File: src/rtl/pll_reconfig_seq.sv
`default_nettype none
// pll_reconfig_seq: Avalon-MM sequencer that reprograms the pll_cfg dividers,
// pulses the PLL reset, waits for lock and applies a phase step relative to the base phase.
module pll_reconfig_seq #(
  parameter int GAP_CYCLES   = 7,
  parameter int RST_CYCLES   = 8,
  parameter int LOCK_TIMEOUT = 5000000,
  parameter int PH_CNT_SEL   = 0
) (
  input  logic        CLK_50M,
  input  logic        RESET,
  input  logic        start,
  input  logic [31:0] cfg_m,
  input  logic [31:0] cfg_k,
  input  logic [31:0] cfg_c,
  input  logic [15:0] tgt_phase,
  input  logic [15:0] base_phase,
  input  logic        pll_locked,
  input  logic        mgmt_waitrequest,
  output logic        mgmt_write,
  output logic [5:0]  mgmt_address,
  output logic [31:0] mgmt_writedata,
  output logic        pll_reset,
  output logic        busy,
  output logic        done,
  output logic        lock_err
);

  localparam int GW = (GAP_CYCLES > 1) ? $clog2(GAP_CYCLES) : 1;
  localparam int RW = (RST_CYCLES > 1) ? $clog2(RST_CYCLES) : 1;
  localparam int LW = (LOCK_TIMEOUT > 1) ? $clog2(LOCK_TIMEOUT) : 1;

  localparam logic [GW-1:0] GAP_LOAD  = GW'((GAP_CYCLES > 0) ? GAP_CYCLES - 1 : 0);
  localparam logic [RW-1:0] RST_LOAD  = RW'((RST_CYCLES > 0) ? RST_CYCLES - 1 : 0);
  localparam logic [LW-1:0] LOCK_LOAD = LW'((LOCK_TIMEOUT > 0) ? LOCK_TIMEOUT - 1 : 0);
  localparam logic [4:0]    PH_SEL    = 5'(PH_CNT_SEL);
  localparam logic [3:0]    LAST_MAIN = 4'd8;
  localparam logic [3:0]    LAST_PH   = 4'd2;

  typedef enum logic [2:0] {
    IDLE  = 3'd0,
    WR    = 3'd1,
    GAP   = 3'd2,
    PRST  = 3'd3,
    LOCKW = 3'd4,
    PHASE = 3'd5,
    DONE  = 3'd6
  } state_t;

  state_t          state, state_nxt;
  logic [3:0]      idx, idx_nxt;
  logic            ph_mode, ph_mode_nxt;
  logic            wr_act, wr_act_nxt;
  logic [GW-1:0]   gap_cnt, gap_nxt;
  logic [RW-1:0]   rst_cnt, rst_nxt;
  logic [LW-1:0]   lock_cnt, lock_nxt;
  logic            err_nxt;
  logic            advance;

  logic [31:0]     lat_m;
  logic [31:0]     lat_k;
  logic [31:0]     lat_c;
  logic [15:0]     lat_tgt;
  logic [15:0]     lat_base;

  logic            ph_up;
  logic [15:0]     ph_diff;
  logic [31:0]     ph_word;
  logic [5:0]      ent_addr;
  logic [31:0]     ent_data;

  always_ff @(posedge CLK_50M) begin
    if (RESET) begin
      state    <= IDLE;
      idx      <= '0;
      ph_mode  <= 1'b0;
      wr_act   <= 1'b0;
      gap_cnt  <= '0;
      rst_cnt  <= '0;
      lock_cnt <= '0;
      lock_err <= 1'b0;
      lat_m    <= '0;
      lat_k    <= '0;
      lat_c    <= '0;
      lat_tgt  <= '0;
      lat_base <= '0;
    end else begin
      state    <= state_nxt;
      idx      <= idx_nxt;
      ph_mode  <= ph_mode_nxt;
      wr_act   <= wr_act_nxt;
      gap_cnt  <= gap_nxt;
      rst_cnt  <= rst_nxt;
      lock_cnt <= lock_nxt;
      lock_err <= err_nxt;
      if ((state == IDLE) && start) begin
        lat_m    <= cfg_m;
        lat_k    <= cfg_k;
        lat_c    <= cfg_c;
        lat_tgt  <= tgt_phase;
        lat_base <= base_phase;
      end
    end
  end

  // Phase word: magnitude in [15:0], counter select in [20:16], up/down in bit 21.
  always_comb begin
    ph_up   = lat_tgt > lat_base;
    ph_diff = ph_up ? (lat_tgt - lat_base) : (lat_base - lat_tgt);
    ph_word = {10'd0, ph_up, PH_SEL, ph_diff};
  end

  always_comb begin
    ent_addr = '0;
    ent_data = '0;
    if (!ph_mode) begin
      case (idx)
        4'd0: begin ent_addr = 6'd0; ent_data = 32'd0;                 end
        4'd1: begin ent_addr = 6'd4; ent_data = lat_m;                 end
        4'd2: begin ent_addr = 6'd7; ent_data = lat_k;                 end
        4'd3: begin ent_addr = 6'd3; ent_data = 32'h0001_0000;         end
        4'd4: begin ent_addr = 6'd5; ent_data = lat_c;                 end
        4'd5: begin ent_addr = 6'd5; ent_data = lat_c | 32'h0004_0000; end
        4'd6: begin ent_addr = 6'd9; ent_data = 32'd1;                 end
        4'd7: begin ent_addr = 6'd8; ent_data = 32'd7;                 end
        4'd8: begin ent_addr = 6'd2; ent_data = 32'd0;                 end
        default: ;
      endcase
    end else begin
      case (idx)
        4'd0: begin ent_addr = 6'd0; ent_data = 32'd0;   end
        4'd1: begin ent_addr = 6'd6; ent_data = ph_word; end
        4'd2: begin ent_addr = 6'd2; ent_data = 32'd0;   end
        default: ;
      endcase
    end
  end

  always_comb begin
    state_nxt   = state;
    idx_nxt     = idx;
    ph_mode_nxt = ph_mode;
    wr_act_nxt  = wr_act;
    gap_nxt     = gap_cnt;
    rst_nxt     = rst_cnt;
    lock_nxt    = lock_cnt;
    err_nxt     = lock_err;
    advance     = 1'b0;

    case (state)
      IDLE: begin
        if (start) begin
          state_nxt   = WR;
          idx_nxt     = '0;
          ph_mode_nxt = 1'b0;
          wr_act_nxt  = pll_locked;
          lock_nxt    = LOCK_LOAD;
          err_nxt     = 1'b0;
        end
      end
      WR: begin
        // Once a write is on the bus it is held until accepted, regardless of lock.
        if (wr_act) begin
          if (!mgmt_waitrequest) begin
            wr_act_nxt = 1'b0;
            if (GAP_CYCLES > 0) begin
              state_nxt = GAP;
              gap_nxt   = GAP_LOAD;
            end else begin
              advance = 1'b1;
            end
          end
        end else if (pll_locked) begin
          wr_act_nxt = 1'b1;
        end else if (lock_cnt == '0) begin
          err_nxt   = 1'b1;
          state_nxt = DONE;
        end else begin
          lock_nxt = lock_cnt - LW'(1);
        end
      end
      GAP: begin
        if (gap_cnt == '0) begin
          advance = 1'b1;
        end else begin
          gap_nxt = gap_cnt - GW'(1);
        end
      end
      PRST: begin
        if (rst_cnt == '0) begin
          state_nxt = LOCKW;
          lock_nxt  = LOCK_LOAD;
        end else begin
          rst_nxt = rst_cnt - RW'(1);
        end
      end
      LOCKW: begin
        if (pll_locked) begin
          state_nxt = PHASE;
        end else if (lock_cnt == '0) begin
          err_nxt   = 1'b1;
          state_nxt = DONE;
        end else begin
          lock_nxt = lock_cnt - LW'(1);
        end
      end
      PHASE: begin
        if (lat_tgt == lat_base) begin
          state_nxt = DONE;
        end else begin
          state_nxt   = WR;
          idx_nxt     = '0;
          ph_mode_nxt = 1'b1;
          wr_act_nxt  = pll_locked;
          lock_nxt    = LOCK_LOAD;
        end
      end
      DONE: begin
        state_nxt = IDLE;
      end
      default: begin
        state_nxt = IDLE;
      end
    endcase

    if (advance) begin
      if (!ph_mode && (idx == LAST_MAIN)) begin
        state_nxt = PRST;
        rst_nxt   = RST_LOAD;
      end else if (ph_mode && (idx == LAST_PH)) begin
        state_nxt = DONE;
      end else begin
        state_nxt  = WR;
        idx_nxt    = idx + 4'd1;
        wr_act_nxt = pll_locked;
        lock_nxt   = LOCK_LOAD;
      end
    end

    mgmt_write     = (state == WR) && wr_act;
    mgmt_address   = mgmt_write ? ent_addr : '0;
    mgmt_writedata = mgmt_write ? ent_data : '0;
    pll_reset      = (state == PRST);
    busy           = (state != IDLE) && (state != DONE);
    done           = (state == DONE);
  end

endmodule
`default_nettype wire

File: config.mk
export PLATFORM = sky130hd
export DESIGN_NAME = pll_reconfig_seq
export DESIGN_NICKNAME = d
export VERILOG_FILES = /design/src/rtl/pll_reconfig_seq.sv
export SDC_FILE = /design/constraint.sdc
export NUM_CORES = 1
export LEC_CHECK = 0
export ABC_AREA = 1
export CAP_MARGIN = 20
export CORE_MARGIN = 2
export CORE_UTILIZATION = 54
export DETAILED_ROUTE_END_ITERATION = 7
export GPL_TIMING_DRIVEN = 0
export HOLD_SLACK_MARGIN = 0.08
export PLACE_DENSITY_LB_ADDON = 0.15
export SYNTH_ARGS = -nofsm -noshare
export SYNTH_HDL_FRONTEND = slang
export SYNTH_SLANG_ARGS = --single-unit
export TNS_END_PERCENT = 50
File: constraint.sdc
create_clock -name CLK_50M -period 3.1 [get_ports CLK_50M]
set_input_delay 0.465 -clock CLK_50M [delete_from_list [all_inputs] [get_ports CLK_50M]]
set_output_delay 0.465 -clock CLK_50M [all_outputs]
set_load 0.01 [all_outputs]
==> key figures <==
Worst hold path
  • Hold Path Origin: pll_locked
  • Hold Path End: wr_act$_SDFF_PP0_
  • Hold Path Depth: 3
  • Worst min path class: in -> reg

Detailed routing
  • Detail Route Antenna Nets: 0
  • Drt via density: between 5 and 6
  • 1st-iter DRT viols: between 1k and 1.5k
  • Vias post-DR: between 10k and 15k
  • Routed WL per cell: roughly 17 µm
  • DRC: 0
  • Final WL: between 30,000 and 40,000 µm
  • Pre-antenna DRT Iters: 6

Timing
  • Final Cycle Share: 0.9947
  • Clock Skew: about 0.014 ns
  • Worst-Margin Slew: ~0.75 ns
  • Slew HR: 0.4970
  • Final Max Tran Viols: 0
  • RSZ-0062 raised after global routing: true
  • Max Fclk: between 300 and 400 MHz
  • Tmin final: roughly 3.1 ns
  • Setup violators final: 0
  • Final hold viol count: 0

Clocking
  • Cts hold-fix bufs: 0
  • Clk root buf: clkbuf_16
  • TritonCTS clock tree: built
  • Clock latency on the worst-skew pair: roughly 0.45 ns
  • Clk pin slew, worst setup/hold paths: 0.08 ns
  • Clock Sinks: about 170
  • H-tree levels: 4
  • Total CTS buffers: 17
  • Maximum clock path buffer count: 2

Finish
  • Fin util: 0.7265
  • Final #Nets: 1,963
  • Final instance area: around 14,000 µm²
  • Share of layout cells above drive strength 1: 0.1267
  • Area Growth Syn to Fin: 32.35%

Global route
  • Initial antenna violation count: 1
  • Vias in the first global route: 10.64k
  • Congestion Overflow GR: 0
  • GRT Total Usage: 0.3364
  • Largest net degree at the start of global routing: 20
  • First-pass GRT wire length: between 50,000 and 60,000 µm

Power and ir drop
  • Total power: approximately 12,000 µW
  • Max VDD drop: slightly below 0.6 mV
  • Pwr dens: roughly 920 nW/µm²
  • Leak pwr: between 0.006 and 0.007 µW

Logic synthesis
  • Seq/Total Area, Yosys: 0.3267
  • Synth cell count leaders: nand2_1, a21oi_1, inv_1
  • Post-synth ARST share: 0
  • Post-synth EDFFs: 0
  • Syn. warnings: 0
  • Cells after Synth: about 1.6k
  • Main flop type after synthesis: dfxtp_1
  • Netlist cell types: approximately 50
  • Top-area cell type share of the netlist area: 0.3267
  • Yosys top cell by area: dfxtp_1
  • Top-count cell post-synth: nand2_1
  • Yosys reg bits: approximately 170
  • Syn_area_per_cell: ~6.5 µm²
  • Synth area leaders: dfxtp_1, nand2_1, a21oi_1
  • Synthesized area: around 10,000 µm²

Die
  • Die Ht: roughly 140 µm
  • CORE AREA: roughly 19,000 µm²
  • Io pins: around 180
  • Row cnt: 50
  • Initial core utilization: 0.5489
  • Die area: between 20,000 and 25,000 µm²
  • DIE WIDTH: around 140 µm

Placement
  • GPL Wtd Cong: 0.9656
  • PortBufs: about 170
  • DP Wirelength: 25,550 µm
  • DP Area: 12,240 µm²

Job
  • Max Cap Viol: 0

Setup path
  • Setup CP Type: reg -> out
  • FF-to-FF setup slack: between 0.7 and 0.8 ns
  • Arrival @ worst endpoint: between 2 and 3 ns
  • R2r startpoint: idx[0]$_SDFF_PP0_
  • Crit end category: output port
  • Crit path required time: around 2.6 ns
  • R2R depth: 12
  • CP Launch Type: flop
  • FF-to-FF End: state[1]$_SDFFE_PP0P_
  • Critical-path maximum fanout: 7

Run status
  • Status: complete, no violations
==> critical path: stages (launching register included) <==
cell     delay (ns)
dfxtp_1        0.51
ha_4           0.28
nand2_1        0.14
nor2_4         0.06
buf_4          0.14
a21oi_4        0.15
nand2_2        0.08
nand2_4        0.10
inv_6          0.06
buf_8          0.13
nand2_2        0.06
nand3_2        0.07
a21oi_2        0.22
buf_2          0.17
==> timing repair <==
action | in CTS | in global routing
setup buffers | 10 | 10
resized for setup | 136 | 82
pin swaps | 17 | 25
setup endpoints to repair | 34 | 34
gates cloned | 0 | 1
==> cell families after synthesis <==
group / count (synthesis) / share of synthesized area
AOI/OAI and AO/OA: 433 / 0.2251
DFF: 167 / 0.3267
adders and majority gates: 44 / 0.05526
buffers and inverters: 293 / 0.1124
other: 1 / 0.0003664
xor gates and xnor gates: 19 / 0.01626
and+or+nand+nor: 618 / 0.2640
==> worst max path at each step <==
| stage | end | slack [ns] | cells after the start | from |
|---|---|---|---|---|
| final | mgmt_writedata[1] | 0.02 | 13 | lat_tgt[15]$_SDFFE_PP0P_ |
| after global routing | mgmt_writedata[11] | -0.07 | 13 | lat_tgt[7]$_SDFFE_PP0P_ |
| after CTS | mgmt_writedata[1] | -0.02 | 17 | lat_tgt[0]$_SDFFE_PP0P_ |
| after detailed placement | mgmt_writedata[1] | -0.27 | 15 | lat_tgt[5]$_SDFFE_PP0P_ |
| after global placement | mgmt_writedata[1] | -0.21 | 15 | lat_tgt[5]$_SDFFE_PP0P_ |
| after floorplan | mgmt_writedata[1] | 0.64 | 16 | lat_tgt[0]$_SDFFE_PP0P_ |
==> placed cells by master, fill, tap and decap left out, types with 4 or more instances in the layout <==
master             n
dfxtp_1          160
a31oi_1            9
clkinv_8           4
a21boi_2           9
clkbuf_16         18
nor2_4             7
nand3_1          123
o22ai_2            7
dlymetal6s2s_1    17
buf_2             25
a21oi_2            6
xor2_1            16
nor2_2            15
o211ai_1           5
dfxtp_2            6
nand4_1           11
o21ai_1           10
clkbuf_2           4
clkbuf_1          42
nand2_4            6
buf_4             25
clkdlybuf4s50_1  138
nor2_1            78
buf_6              6
nand3b_1           8
inv_6              6
nand3_2            4
a21oi_4            4
nor3_1            12
o22ai_1           13
buf_1              5
a21oi_1          204
ha_4              15
o21ai_0          142
inv_2             14
o2111ai_1          4
nand2_2           22
nand2_1          325
ha_1              27
inv_1            199
==> area by class of cell <==
type	instances	area (µm²)
Multi-Input combinational cell	1116	6241
Fill cell	1589	5099
Sequential cell	167	3354
Timing Repair Buffer	192	1853
Inverter	218	828.3
Clock buffer	17	425.4
Buffer	74	374.1
Tap cell	234	292.8
Clock inverter	15	172.7
Antenna cell	1	2.502
==> routing by layer <==
metal / part of all wire / track usage
met1: 0.42 / 0.4494
met2: 0.45 / 0.5301
met3: 0.087 / 0.06649
met4: 0.040 / 0.1468
met5: 0 / 0
==> registers in the layout, summed over array words and instances (netlist names), 3 cells and up <==
signal    flops
lat_c        32
lat_k        32
lat_m        32
lock_cnt     23
lat_base     16
lat_tgt      16
idx           4
gap_cnt       3
rst_cnt       3
state         3
==> stage by stage <==
| step | hold slack, ns | setup TNS (ns) | cells | setup WS [ns] |
|---|---|---|---|---|
| finish | 0.3863 | 0 | 2034 | 0.01650 |
| global route | 0.4209 | -0.3239 | 2033 | -0.06872 |
| floorplan | 0.4245 | 0 | 1576 | 0.6404 |
| detailed placement | 0.4418 | -2.210 | 1981 | -0.2748 |
| CTS | 0.3776 | -0.02501 | 2022 | -0.02269 |
| global placement | 0.4355 | -1.517 | 1981 | -0.2058 |
==> report_power, final <==
| part | internal, µW | total, µW | leakage (µW) | switching (µW) |
|---|---|---|---|---|
| clock | 1090 | 2170 | 0.000293 | 1080 |
| sequential | 2710 | 3070 | 0.00138 | 368 |
| combinational | 2600 | 7200 | 0.00450 | 4610 |
| total | 6390 | 12500 | 0.00618 | 6060 |
No activity file was read; power rests on OpenSTA's default activity.
